$ cat src/rtl/lane_deskew.sv
// lane_deskew: two-lane byte deskew that aligns per-lane sync markers through tapped delay lines.
// Optional feature macro LANE_DESKEW_RELOCK_EN: monitor output taps while locked and drop lock on a lone marker.
module lane_deskew #(
  parameter logic [7:0] SYNC_BYTE = 8'h5A,
  parameter int         MAX_SKEW  = 8
) (
  input  logic       enc_clk,
  input  logic       rst,
  input  logic       enable_deskew,
  input  logic [7:0] lane_0_rx,
  input  logic [7:0] lane_1_rx,
  output logic [7:0] lane_0_out,
  output logic [7:0] lane_1_out,
  output logic       lane_valid,
  output logic       deskew_lock,
  output logic       deskew_err,
  output logic [3:0] skew_val,
  output logic       early_lane
);

  typedef enum logic [2:0] {IDLE, SEARCH, WAIT0, WAIT1, LOCKED} state_t;

  localparam logic [4:0] MaxSkew = 5'(MAX_SKEW);

  state_t     state_q, state_d;
  logic [7:0] sr0_q [1:MAX_SKEW];
  logic [7:0] sr1_q [1:MAX_SKEW];
  logic [7:0] tap0 [0:15];
  logic [7:0] tap1 [0:15];
  logic [3:0] d0_q, d0_d, d1_q, d1_d;
  logic [3:0] cnt_q, cnt_d, skew_q, skew_d;
  logic       early_q, early_d, valid_q, valid_d, err_q, err_d;
  logic [7:0] out0_q, out1_q;
  logic [4:0] cnt_inc;
  logic       mark0, mark1, overflow;

  assign mark0    = (lane_0_rx == SYNC_BYTE);
  assign mark1    = (lane_1_rx == SYNC_BYTE);
  assign cnt_inc  = {1'b0, cnt_q} + 5'd1;
  assign overflow = (cnt_inc > MaxSkew);

  // Taps beyond MAX_SKEW never get selected; tie them off so the mux stays a full 16-way.
  assign tap0[0] = lane_0_rx;
  assign tap1[0] = lane_1_rx;
  for (genvar k = 1; k < 16; k++) begin : g_tap
    if (k <= MAX_SKEW) begin : g_used
      assign tap0[k] = sr0_q[k];
      assign tap1[k] = sr1_q[k];
    end else begin : g_unused
      assign tap0[k] = 8'h00;
      assign tap1[k] = 8'h00;
    end
  end

  always_ff @(posedge enc_clk) begin
    if (rst) begin
      for (int k = 1; k <= MAX_SKEW; k++) begin
        sr0_q[k] <= 8'h00;
        sr1_q[k] <= 8'h00;
      end
    end else if (enable_deskew) begin
      sr0_q[1] <= lane_0_rx;
      sr1_q[1] <= lane_1_rx;
      for (int k = 2; k <= MAX_SKEW; k++) begin
        sr0_q[k] <= sr0_q[k-1];
        sr1_q[k] <= sr1_q[k-1];
      end
    end
  end

  always_ff @(posedge enc_clk) begin
    if (rst) begin
      state_q <= IDLE;
      d0_q    <= '0;
      d1_q    <= '0;
      cnt_q   <= '0;
      skew_q  <= '0;
      early_q <= 1'b0;
      valid_q <= 1'b0;
      err_q   <= 1'b0;
      out0_q  <= 8'h00;
      out1_q  <= 8'h00;
    end else begin
      state_q <= state_d;
      d0_q    <= d0_d;
      d1_q    <= d1_d;
      cnt_q   <= cnt_d;
      skew_q  <= skew_d;
      early_q <= early_d;
      valid_q <= valid_d;
      err_q   <= err_d;
      out0_q  <= tap0[d0_d];
      out1_q  <= tap1[d1_d];
    end
  end

  always_comb begin
    state_d = state_q;
    if (!enable_deskew) begin
      state_d = IDLE;
    end else begin
      case (state_q)
        IDLE:   state_d = SEARCH;
        SEARCH: begin
          if (mark0 && mark1) state_d = LOCKED;
          else if (mark0)     state_d = WAIT0;
          else if (mark1)     state_d = WAIT1;
        end
        WAIT0: begin
          if (mark1)         state_d = LOCKED;
          else if (!mark0 && overflow) state_d = SEARCH;
        end
        WAIT1: begin
          if (mark0)         state_d = LOCKED;
          else if (!mark1 && overflow) state_d = SEARCH;
        end
        LOCKED: begin
`ifdef LANE_DESKEW_RELOCK_EN
          if ((tap0[d0_q] == SYNC_BYTE) != (tap1[d1_q] == SYNC_BYTE)) state_d = SEARCH;
`endif
        end
        default: state_d = IDLE;
      endcase
    end
  end

  // The early lane's delay equals the cycles counted since its marker when the late marker lands.
  always_comb begin
    d0_d    = d0_q;
    d1_d    = d1_q;
    cnt_d   = cnt_q;
    skew_d  = skew_q;
    early_d = early_q;
    err_d   = 1'b0;
    if (!enable_deskew) begin
      d0_d    = '0;
      d1_d    = '0;
      cnt_d   = '0;
      skew_d  = '0;
      early_d = 1'b0;
    end else begin
      case (state_q)
        SEARCH: begin
          if (mark0 && mark1) begin
            d0_d    = '0;
            d1_d    = '0;
            cnt_d   = '0;
            skew_d  = '0;
            early_d = 1'b0;
          end else if (mark0 || mark1) begin
            cnt_d = 4'd1;
          end
        end
        WAIT0: begin
          if (mark1) begin
            d0_d    = cnt_q;
            d1_d    = '0;
            skew_d  = cnt_q;
            early_d = 1'b0;
          end else if (mark0) begin
            cnt_d = 4'd1;
          end else if (overflow) begin
            err_d = 1'b1;
            cnt_d = '0;
          end else begin
            cnt_d = cnt_inc[3:0];
          end
        end
        WAIT1: begin
          if (mark0) begin
            d0_d    = '0;
            d1_d    = cnt_q;
            skew_d  = cnt_q;
            early_d = 1'b1;
          end else if (mark1) begin
            cnt_d = 4'd1;
          end else if (overflow) begin
            err_d = 1'b1;
            cnt_d = '0;
          end else begin
            cnt_d = cnt_inc[3:0];
          end
        end
        LOCKED: begin
`ifdef LANE_DESKEW_RELOCK_EN
          if ((tap0[d0_q] == SYNC_BYTE) != (tap1[d1_q] == SYNC_BYTE)) begin
            err_d = 1'b1;
            cnt_d = '0;
          end
`endif
        end
        default: ;
      endcase
    end
  end

  assign valid_d = (state_d == LOCKED);

  assign lane_0_out  = out0_q;
  assign lane_1_out  = out1_q;
  assign lane_valid  = valid_q;
  assign deskew_lock = valid_q;
  assign deskew_err  = err_q;
  assign skew_val    = skew_q;
  assign early_lane  = early_q;

endmodule

$ cat config.mk
export PLATFORM = sky130hd
export DESIGN_NAME = lane_deskew
export DESIGN_NICKNAME = d
export VERILOG_FILES = /design/src/rtl/lane_deskew.sv
export SDC_FILE = /design/constraint.sdc
export NUM_CORES = 1
export LEC_CHECK = 0
export ABC_AREA = 1
export CAP_MARGIN = 10
export CORE_UTILIZATION = 54
export DETAILED_ROUTE_END_ITERATION = 7
export PLACE_DENSITY = 0.84
export SETUP_SLACK_MARGIN = 0.05
export SYNTH_ARGS = -nofsm -noshare
export SYNTH_HDL_FRONTEND = slang
export SYNTH_SLANG_ARGS = --single-unit
export TNS_END_PERCENT = 50
$ cat constraint.sdc
create_clock -name enc_clk -period 2.8 [get_ports enc_clk]
set_clock_uncertainty 0.05 [all_clocks]
set_input_delay 0.42 -clock enc_clk [delete_from_list [all_inputs] [get_ports enc_clk]]
set_output_delay 0.42 -clock enc_clk [all_outputs]
set_load 0.01 [all_outputs]
==> metrics, run 1 <==
worst slew margin relative to its limit 0.6462; Startpoint Class primary input; register area 4604 um2; Multi-input gate area 2461 um2; Seq cells post-synth 166; final setup fails 0; vias in the first global route 5,812; Mapped Nets 916; Yosys top cell area share 0.4893; worst hold path class reg -> reg; worst path bufs/invs 3; gpl congestion 0.9193; RSZ-0062 raised after global routing no; Avg Inst Size Synth 8.777 um2; drt drc 0; I/O pins 43; largest net degree at the start of global routing 44; synth cell count leaders 159 x nand3_1, 150 x nor2_1, 148 x inv_1, 131 x nand2_1, 128 x edfxtp_1; Worst path slowest cell clkdlybuf4s50_1; Metal-1 WL 7.554 mm; Reg power frac 0.489; Clk pwr share 0.443; sequential share of the synthesized area 0.5862; worst skew pair latency 0.43 ns; Die X 122.6 um; Main synth FF type edfxtp_1; Die Y 122.6 um; Final nets 975; area grow syn2layout 19.46%; crit path time final 2.402 ns; status completed; hold_ws 0.4077 ns; core footprint 14,040 um2; Power Density 617.5 nW/um2; PortBufs 42; total die area 15,030 um2; Post-synth EDFFs 128; Critical Path RT 3.10 ns; global-route wire length before repair 28.76 mm; final hold vios 0; post-CTS setup buffer count 0; initial core utilization 0.5594; initial antenna violation count 0; WL met3 1.350 mm; CTS clk-pin slew, worst paths 0.07 ns; count leader, synth nand3_1; Peak VDD IR 0.0004619 V; Non-Filler Instances 1,147; GRT Total Usage 0.2523; GRT overflow 0; Synth area leaders edfxtp_1 49%, nand3_1 10%, dfxtp_1 9.7%, nor2_1 7.2%, inv_1 7.1%; Fmax achieved 0.4164 GHz; Mapped Cells 895; cts-stage hold buffer count 0; Critical Setup Path Class in -> reg; Net Sw Frac 0.2199; P_sw 1.274 mW; Least-Margin Pin Slew 0.5307 ns; placed cells 1,115; FILL cells 1,016; Final period util 0.8578; Yosys cell types 34; clk sink count 166; cell taking the most area after synthesis edfxtp_1; Via Count 6,244; drt wl/cell 15.17 um; antenna viol nets, final 0; Vias/cell 5.444; synth warn 0; Worst path max stage delay 0.49 ns; synthesized area 7855 um2; Top delay family on crit path simple AND/OR/NAND/NOR gates; Worst EP arrival 2.71 ns; crit-path max FO 10; DP HPWL 11.30 mm; Iter 0 DRT Violations 796; DR pass1 iterations 6; uppermost routed layer met4; root buf cell clkbuf_16; Routed met2 length 8.191 mm; # diodes 0; Max-Cap Viols 0; CP Capture Type flip-flop; fin. max-slew vios 0; Resize count post-CTS 0; Logic pwr share 0.067; CP cell instances clkdlybuf4s50_1 -> nand2_1 -> nor2_1 -> nand2_1 -> buf_4 -> nor2_2 -> a22oi_2 -> nor2_4 -> inv_2 -> nand3_1 -> nand3_1 -> a21oi_1; Bufs on Longest Clock Path 2; CTS Buf Count 17; Leak Pwr 4.003 nW; WL final 17.40 mm; Post-synth ARST share 0; Int Pwr 4.521 mW; share of layout cells above drive strength 1 0.1117; CTS tree yes; # rows 43; H-tree Lvls 4
placed cells by master (no fill, tap or decap), types with 5 or more instances in the layout:
master / netlist / routed
a21oi_1: 23 / 23
buf_12: 0 / 10
buf_4: 4 / 29
bufinv_16: 0 / 5
clkbuf_16: 0 / 17
clkdlybuf4s50_1: 0 / 42
clkinvlp_4: 0 / 5
dfxtp_1: 38 / 38
edfxtp_1: 128 / 128
inv_1: 148 / 148
inv_2: 12 / 11
nand2_1: 131 / 131
nand2_2: 7 / 7
nand3_1: 159 / 159
nand4_1: 8 / 8
nor2_1: 150 / 150
nor2_2: 7 / 7
o21ai_0: 11 / 11
routing by layer:
layer  up-vias  global-route usage
met4         0             0.09832
met2       266              0.3887
met5         -                   0
met1      2944              0.3462
li1       3004                   -
met3        30             0.05809
power by group through the flow:
stage               clock, mW  sequential (mW)  combinational, mW
CTS                      2.58             2.84              0.390
global route             2.69             2.85              0.438
global placement            0             2.88              0.374
detailed placement          0             2.89              0.384
floorplan                   0             2.88              0.224
finish                   2.57             2.84              0.390
layout make-up:
class | instances | area share
inverter | 160 | 0.06427
tap | 180 | 0.02400
clock inverter | 15 | 0.02413
multi-input combinational | 528 | 0.2623
clock buffer | 17 | 0.04533
sequential | 166 | 0.4907
timing repair buffer | 81 | 0.08933
worst reg2reg max path, cell delays in order, from the launching register on:
cell and delay, ns:
dfxtp_1 0.36, inv_2 0.08, nor3_2 0.23, nand2_2 0.15
nand3_4 0.14, buf_4 0.14, a22oi_2 0.07, nor2_4 0.36
inv_2 0.18, nand3_1 0.15, nand3_1 0.09, a21oi_1 0.17
logic make-up (layout without fill, tap and decap cells):
kind of cell / count (synthesis) / in the layout / share of synthesized area
adder cells (fa/ha/maj): 2 / 2 / 0.003185
buffers and inverters: 201 / 273 / 0.1008
AO/OA/AOI/OAI: 52 / 52 / 0.03982
XOR/XNOR: 2 / 2 / 0.002230
flip-flops: 166 / 166 / 0.5862
AND/OR/NAND/NOR: 472 / 472 / 0.2678
flip-flops by register name, summed over array words and instances, names as in the netlist:
name	flops
skew_val	4
deskew_lock	1
sr1_q	64
d1_q	4
state_q	3
deskew_err	1
d0_q	4
early_lane	1
lane_0_out	8
lane_1_out	8
cnt_q	4
sr0_q	64
per-stage QoR:
stage            util  setup WS, ns  cell area, um2  power [mW]    TNS, ns
2_1_floorplan       -        0.4274            7858       3.106          0
3_3_place_gp   0.6218       0.05709            8732       3.254          0
3_5_place_dp   0.6218     -0.004650            8732       3.271  -0.004650
4_1_cts        0.6683        0.4457            9384       5.809          0
5_1_grt        0.6683        0.2314            9384       5.975          0
6_report       0.6683        0.3982            9384       5.795          0
final timing paths:
check / start / endpoint / slack [ns] / cells after the start
setup / recovery: lane_0_rx[4] / lane_1_out[3] / 0.40 / 12
hold / removal: skew_val[2] / skew_val[2] / 0.41 / 2
setup reg to reg: state_q[1] / lane_1_out[3] / 0.57 / 11
hold reg to reg: skew_val[2] / skew_val[2] / 0.41 / 2
Power figures use the tool's default switching activity.
==> run 2, diff against run 1 <==
--- a/config.mk
+++ b/config.mk
@@ -7,9 +7,9 @@
 export LEC_CHECK = 0
 export ABC_AREA = 1
 export CAP_MARGIN = 10
-export CORE_UTILIZATION = 54
+export CORE_UTILIZATION = 51
 export DETAILED_ROUTE_END_ITERATION = 7
-export PLACE_DENSITY = 0.84
+export PLACE_DENSITY = 0.8
 export SETUP_SLACK_MARGIN = 0.05
 export SYNTH_ARGS = -nofsm -noshare
 export SYNTH_HDL_FRONTEND = slang
==> run 2 against run 1 <==
  * Critical path depth grew 2
  * Non-clock buffer count shrank 13
  * Critical path type unchanged
  * Combinational power shrank 2%
  * Core utilization shrank 4.4 points
  * Cell count shrank 0.78%
  * Routed wire length shrank 1.5%
  * Worst hold slack gained 0.0072 ns
  * Sequential cell count is the same
  * Register-to-register slack lost 0.07 ns
==> metrics, run 2 (synthesized netlist as in run 1, its figures left out) <==
status completed; Worst path max stage delay 0.43 ns; Fmax achieved 0.4088 GHz; pre-CTS WS -0.09115 ns; antenna viol nets, final 0; clk sink count 166; Critical Setup Path Class in -> reg; worst hold path class reg -> reg; DP HPWL 10.70 mm; Top delay family on crit path simple AND/OR/NAND/NOR gates; Bufs on Longest Clock Path 2; worst path bufs/invs 2; Resize count post-CTS 0; CP Capture Type flip-flop; final hold vios 0; drt wl/cell 15.07 um; Peak VDD IR 0.0004591 V; CTS tree yes; initial core utilization 0.5324; root buf cell clkbuf_16; Routed met2 length 7.764 mm; Leak Pwr 3.905 nW; top flop regs sr0_q x64, sr1_q x64; FILL cells 1,187; global-route wire length before repair 28.54 mm; gpl congestion 0.8451; Die Y 126.1 um; WL met3 1.184 mm; CTS Buf Count 17; Final period util 0.8737; placed cells 1,106; fin worst setup slack 0.3535 ns; most frequent cells in the layout 159 x nand3_1, 150 x nor2_1, 148 x inv_1; # diodes 0; Reg power frac 0.514; crit-path max FO 8; Clk pwr share 0.417; worst slew margin relative to its limit 0.7354; Startpoint Class primary input; DR pass1 iterations 5; share of layout cells above drive strength 1 0.09958; initial antenna violation count 0; Least-Margin Pin Slew 0.3960 ns; Metal-1 WL 7.883 mm; CTS clk-pin slew, worst paths 0.06 ns; Worst EP arrival 2.77 ns; Critical Path RT 3.12 ns; I/O pins 43; Logic pwr share 0.069; Max-Cap Viols 0; total die area 15,900 um2; post-CTS setup buffer count 0; fin. max-slew vios 0; Iter 0 DRT Violations 940; Power Density 598.9 nW/um2; drt drc 0; crit path time final 2.446 ns; RSZ-0062 raised after global routing no; Int Pwr 4.245 mW; WL final 17.15 mm; worst skew pair latency 0.44 ns; hold_ws 0.4149 ns; design area 9208 um2; area grow syn2layout 17.22%; placed cell areas 8627 um2; GRT overflow 0; P_sw 1.269 mW; H-tree Lvls 4; Final nets 962; largest net degree at the start of global routing 67; Worst path slowest cell clkdlybuf4s50_1; Via Count 6,073; # rows 44; Net Sw Frac 0.2302; GRT Total Usage 0.2326; core footprint 14,750 um2; Non-Filler Instances 1,138; CP cell instances clkdlybuf4s50_1 -> inv_1 -> nand2_1 -> nor2_1 -> nand2_1 -> a21oi_2 -> nand3_4 -> nand2_1 -> nand2_2 -> nand2_2 -> nand2_1 -> nor2_2 -> nand3_1 -> a21oi_1; most common cell after layout, fill and taps aside nand3_1; Die X 126.1 um; Vias/cell 5.337; PortBufs 42; cts-stage hold buffer count 0; most used cell along the critical path nand2_1; final setup fails 0; vias in the first global route 5,715; uppermost routed layer met4
==> run 2: changes by cell type in the layout (fill, tap and decap cells not counted), sizes merged <==
cell,previous run,this run
buf,39,26
bufinv,5,2
clkinv,2,4
clkbuf,17,18
==> run 2: layer usage <==
metal / up-vias / global-route usage
li1: 2976 / -
met1: 2843 / 0.3379
met2: 228 / 0.3429
met3: 26 / 0.04248
met4: 0 / 0.09851
met5: - / 0
==> run 2: layout make-up <==
type | instances | area (um2) | share of cell area
Multi-Input combinational cell | 528 | 2461 | 0.2673
Sequential cell | 166 | 4604 | 0.5001
Inverter | 160 | 603.1 | 0.06550
Clock buffer | 18 | 429.2 | 0.04661
Tap cell | 184 | 230.2 | 0.02500
Clock inverter | 14 | 151.4 | 0.01644
Timing Repair Buffer | 68 | 728.2 | 0.07909
==> run 2: power groups by stage <==
stage               Sequential (mW)  Clock (mW)  Combinational (mW)
CTS                            2.83        2.31               0.382
finish                         2.83        2.30               0.382
global route                   2.85        2.42               0.429
detailed placement             2.89           0               0.377
floorplan                      2.88           0               0.224
global placement               2.88           0               0.369
==> run 2: per-stage QoR <==
step | utilization | total power, mW | setup TNS, ns
after floorplan | - | 3.106 | 0
after global placement | 0.5847 | 3.250 | -0.09719
after detailed placement | 0.5847 | 3.265 | -0.4342
after CTS | 0.6241 | 5.531 | 0
after global routing | 0.6241 | 5.692 | 0
final | 0.6241 | 5.514 | 0
==> run 2: worst paths after layout <==
check,slack (ns),start,endpoint,depth (start not counted)
max,0.35,lane_0_rx[0],lane_0_out[1],14
min,0.41,skew_val[1],skew_val[1],2
max reg2reg,0.50,state_q[1],lane_0_out[1],12
min reg2reg,0.41,skew_val[1],skew_val[1],2
==> run 2: worst register-to-register path: stages, from the launching register on <==
cell and delay [ns]:
dfxtp_1 0.36, inv_2 0.08, nor2_2 0.27, nor2_2 0.11
a21oi_2 0.17, nand3_4 0.16, nand2_1 0.11, nand2_2 0.08
nand2_2 0.10, nand2_1 0.09, nor2_2 0.29, nand3_1 0.19
a21oi_1 0.18
==> run 3, diff against run 2 <==
--- a/config.mk
+++ b/config.mk
@@ -9,8 +9,11 @@
 export CAP_MARGIN = 10
 export CORE_UTILIZATION = 51
 export DETAILED_ROUTE_END_ITERATION = 7
+export GPL_TIMING_DRIVEN = 0
+export MAX_ROUTING_LAYER = met4
 export PLACE_DENSITY = 0.8
 export SETUP_SLACK_MARGIN = 0.05
+export SLEW_MARGIN = 20
 export SYNTH_ARGS = -nofsm -noshare
 export SYNTH_HDL_FRONTEND = slang
 export SYNTH_SLANG_ARGS = --single-unit
==> run 3 against run 2 <==
  * Via count rose by 4.9%
  * Setup slack got worse by 0.18 ns
  * Clock power fell by 7%
  * Core utilization fell by 0.25 points
  * Sequential power barely moved
  * Register-to-register slack got worse by 0.12 ns
  * Die area did not move
  * Largest cell class unchanged
  * Largest power group unchanged
==> metrics, run 3 (synthesized netlist as in run 1, its figures left out) <==
worst path bufs/invs 5; drt wl/cell 16.16 um; area grow syn2layout 16.76%; Worst path max stage delay 0.66 ns; Worst EP arrival 2.69 ns; hold_ws 0.4063 ns; CTS clk-pin slew, worst paths 0.06 ns; FILL cells 1,216; CP Capture Type flip-flop; Fmax achieved 0.3814 GHz; worst skew pair latency 0.44 ns; most common cell after layout, fill and taps aside nand3_1; CP cell instances clkdlybuf4s50_1 -> buf_2 -> buf_2 -> or2_4 -> buf_16 -> buf_12; global-route wire length before repair 30.06 mm; vias in the first global route 5,981; final hold vios 0; Iter 0 DRT Violations 888; gr busiest metal met2; Peak VDD IR 0.0004807 V; drt drc 0; CTS tree yes; initial antenna violation count 0; # rows 44; fin worst setup slack 0.1778 ns; DR pass1 iterations 5; RSZ-0062 raised after global routing no; pre-CTS WS -0.7686 ns; fin. max-slew vios 0; initial core utilization 0.5324; Leak Pwr 3.907 nW; DP HPWL 12.59 mm; Die X 126.1 um; top flop regs sr0_q x64, sr1_q x64; antenna viol nets, final 0; Max-Cap Viols 0; GRT Total Usage 0.2546; Vias/cell 5.480; grt met2 use 0.3845; status completed; worst hold path class reg -> reg; Final nets 986; Via Count 6,368; Power Density 583.9 nW/um2; crit path time final 2.622 ns; cts-stage hold buffer count 0; Worst path slowest cell clkdlybuf4s50_1; clk sink count 166; Startpoint Class primary input; # diodes 0; met1 usage 0.3433; Bufs on Longest Clock Path 2; crit-path max FO 46; largest net degree at the start of global routing 47; Critical Path RT 2.87 ns; PortBufs 42; Least-Margin Pin Slew 0.7019 ns; I/O pins 43; H-tree Lvls 4; WL final 18.78 mm; most used cell along the critical path buf_2; Top delay family on crit path buffers and inverters; root buf cell clkbuf_16; core footprint 14,750 um2; Die Y 126.1 um; gpl congestion 0.8869; total die area 15,900 um2; met3 Usage GRT 0.04715; Final period util 0.9365; final setup fails 0; most frequent cells in the layout 159 x nand3_1, 150 x nor2_1, 148 x inv_1; GRT overflow 0; CTS Buf Count 17; worst slew margin relative to its limit 0.5321; share of layout cells above drive strength 1 0.1002; Critical Setup Path Class in -> reg
==> run 3: cell types whose count changed in the layout (fill, tap and decap cells not counted), moves of 4 or more <==
cell	previous run	this run
buf_12	9	1
buf_2	0	10
clkinvlp_4	5	1
clkinv_2	2	6
buf_4	17	13
clkbuf_1	1	21
==> run 3: per-stage QoR <==
step / instances / power, mW / utilization / instance area [um2] / TNS, ns
after global placement: 1121 / 3.244 / 0.5767 / 8508 / -133.28
after detailed placement: 1123 / 3.264 / 0.5799 / 8556 / -70.31
after floorplan: 895 / 3.106 / - / 7858 / 0
after CTS: 1156 / 5.351 / 0.6159 / 9087 / 0
final: 1162 / 5.356 / 0.6216 / 9171 / 0
after global routing: 1162 / 5.513 / 0.6216 / 9171 / 0
==> run 3: tightest hold or removal path, stage by stage (launching register included) <==
cell and delay, ns:
dfxtp_1 0.31, inv_1 0.05, a211oi_1 0.06
==> run 3: routing by layer <==
layer	wire (um)	part of all wire	vias up
li1	-	-	3033
met1	8029	0.43	2968
met2	8697	0.46	336
met3	1727	0.092	31
met4	320	0.017	0
met5	0	0	-
==> run 3: worst paths after layout <==
path	start	to	slack [ns]	depth (start not counted)
max reg2reg	state_q[2]	lane_1_out[3]	0.38	13
min	skew_val[1]	skew_val[1]	0.41	2
min reg2reg	skew_val[1]	skew_val[1]	0.41	2
max	enable_deskew	sr0_q[0][25]	0.18	6
==> run 3: cell type report <==
type,count,area (um2),area share
buffer,41,210.2,0.02292
clock buffer,20,436.7,0.04761
clock inverter,12,87.58,0.009550
inverter,160,600.6,0.06548
multi-input combinational,530,2496,0.2722
sequential,166,4604,0.5020
tap,184,230.2,0.02510
timing repair buffer,49,505.5,0.05512
==> run 3: timing repair <==
item,CTS,global route
resized for setup,1,25
hold endpoints to repair,0,0
gates cloned,1,1
endpoints found under the setup margin,84,54
buffers inserted,0,5
pin swaps,1,3
==> run 3: power by group <==
part           switching [mW]  internal [mW]  total, mW  leakage, nW
Combinational           0.265          0.130      0.395         1.92
Clock                   0.928           1.20       2.13        0.260
Sequential             0.0375           2.79       2.83         1.73
Total                    1.23           4.12       5.36         3.91
==> edit, RTL diff (config.mk and constraints of run 1) <==
Put one more register stage on the output `lane_1_out`, with the module's reset. The value now appears one clock later. The other outputs are not delayed to match.
--- a/src/rtl/lane_deskew.sv
+++ b/src/rtl/lane_deskew.sv
@@ -198,5 +198,11 @@
 
   assign lane_0_out  = out0_q;
-  assign lane_1_out  = out1_q;
+  always_ff @(posedge enc_clk) begin
+    if (rst) begin
+      lane_1_out <= '0;
+    end else begin
+      lane_1_out <= out1_q;
+    end
+  end
   assign lane_valid  = valid_q;
   assign deskew_lock = valid_q;
Behaviour: not the same (a bounded check fails within 4 cycles, from zero or initial values and one cycle with rst high).
==> edit against run 1 <==
Area after synthesis increased by 2.3%; setup slack got worse by 0.024 ns; sequential share of layout area increased by 1.0 points; sequential cell count increased by 8; non-clock buffer count increased by 7; final area increased by 1.4%; total power decreased by 4.7%; cell count increased by 3.2%; register-to-register slack got worse by 0.12 ns; routed wire length increased by 5.0%.
==> edit: results (changes against run 1) <==
[outcome]
status=complete, no violations  ; unchanged

[global_routing]
grt_pass1_vias=5947  ; was 5812
grt_pass1_wl_mm=29.28  ; was 28.76 mm
grt_max_degree=48  ; was 44
grt_usage_pct=25.37  ; was 25.23%
antenna_found_initial=0  ; unchanged

[placed_design]
dp_hpwl_mm=11.98  ; was 11.30 mm
place_area_um2=8981  ; was 8732 um2
portBuffers=42  ; unchanged
gp_congestion=0.8668  ; was 0.9193
place_ws_ns=-0.01452  ; was -0.004650 ns

[synth]
ys_top_cells_by_area=edfxtp_1, dfxtp_1, nand3_1  ; was edfxtp_1, nand3_1, dfxtp_1
async_flop_share_pct=0  ; unchanged
synth_nets=942  ; was 916
synth_commonest_cells=nor2_1, inv_1, nand3_1  ; was nand3_1, nor2_1, inv_1
seq_area_frac_synth_pct=59.27  ; was 58.62%
synth_ff_type=edfxtp_1  ; unchanged
postSynthCellCount=921  ; was 895
synth_edf_count=128  ; unchanged
synth_cell_types=34  ; unchanged
synth_top_area_share_pct=47.81  ; was 48.93%
ys_warn_count=0  ; unchanged

[detailed_routing]
vias=6482  ; was 6244
vias_per_cell=5.475  ; was 5.444
drt_iter0_drc=885  ; was 796
drt-pass1-iter-count=5  ; was 6
wl_per_cell_um=15.43  ; was 15.17 um

[worst_setup_path]
crit_family=simple AND/OR/NAND/NOR gates  ; unchanged
worstPathMaxFanout=11  ; was 10
cpMaxStageDelayCell=clkdlybuf4s50_1  ; unchanged
cp.arrival_ns=2.73  ; was 2.71 ns
cpPeakStageDelay_ns=0.48

[clock_tree]
cts_buffers=17  ; unchanged
path_clk_slew_ns=0.06
clockBufferDepth=2  ; unchanged
clkLatencyLatePin_ns=0.43  ; about the same
cts-root-buf=clkbuf_16  ; unchanged
cts_setup_buffers=0  ; unchanged
htreeDepth=4  ; unchanged
cts_resized=0  ; unchanged

[final_layout]
num_antenna_cells=0  ; unchanged
drive_above_1_share_pct=9.700  ; was 11.17%
fin_util_pct=65.45  ; was 66.83%
final.fill_count=1120  ; was 1016
reg_top3=sr0_q: 64 flops, sr1_q: 64 flops  ; unchanged
fin_nets=1008  ; was 975

[power]
p_leak_nw=4.115  ; was 4.003 nW
vdd.ir_drop.worst_mv=0.4344  ; was 0.4619 mV

[worst_hold_path]
hold_path_class=flip-flop to flip-flop  ; unchanged

[timing]
slew-limit-headroom_pct=67.18  ; was 64.62%

==> edit: cell types whose count changed after synthesis, sizes merged, moves of 3 or more <==
cell and delta:
dfxtp +8, nand3 -8, inv +5, nand4 +9, nand2 +3, nor2 +7, a21oi +4, o21ai -3
a211oi -3
==> edit: where the power goes <==
| group | total [mW] | switching [mW] | internal, mW |
|---|---|---|---|
| registers | 2.96 | 0.0447 | 2.91 |
| logic | 0.388 | 0.251 | 0.137 |
| clock network | 2.18 | 0.976 | 1.20 |
| total | 5.52 | 1.27 | 4.25 |
==> edit: worst min-delay path, cell delays in order, from the launching register on <==
cell and delay, ns:
dfxtp_1 0.29, inv_1 0.04, nor2_1 0.03
==> edit: layout make-up <==
cell class | count | area share, %
well taps | 184 | 2.420
repair buffers | 88 | 9.365
multi-input cells | 540 | 25.96
inverters | 166 | 6.576
clock inverters | 14 | 1.079
flip-flops and latches | 174 | 50.09
clock buffers | 18 | 4.511
==> edit: path summary, 6_finish.rpt <==
check | from | endpoint | slack, ns | depth (start not counted)
min reg2reg | out1_q[5] | lane_1_out[5] | 0.35 | 2
min | out1_q[5] | lane_1_out[5] | 0.35 | 2
max reg2reg | state_q[0] | lane_0_out[4] | 0.45 | 12
max | lane_1_rx[4] | lane_0_out[4] | 0.37 | 18
==> edit: logic make-up after synthesis <==
group | synth area share [%]
simple gates | 26.30
flops | 59.27
buf+inv | 10.04
compound gates | 3.860
xor+xnor | 0.2179
fa+ha+maj | 0.3112
==> edit: per-layer routing <==
metal	part of all wire (%)	track usage, %	vias up	routed length, um
li1	-	-	3097	-
met1	45	35.83	3072	8178
met2	46	38.85	289	8489
met3	7.4	5.632	24	1359
met4	1.3	8.259	0	245
met5	0	0	-	0
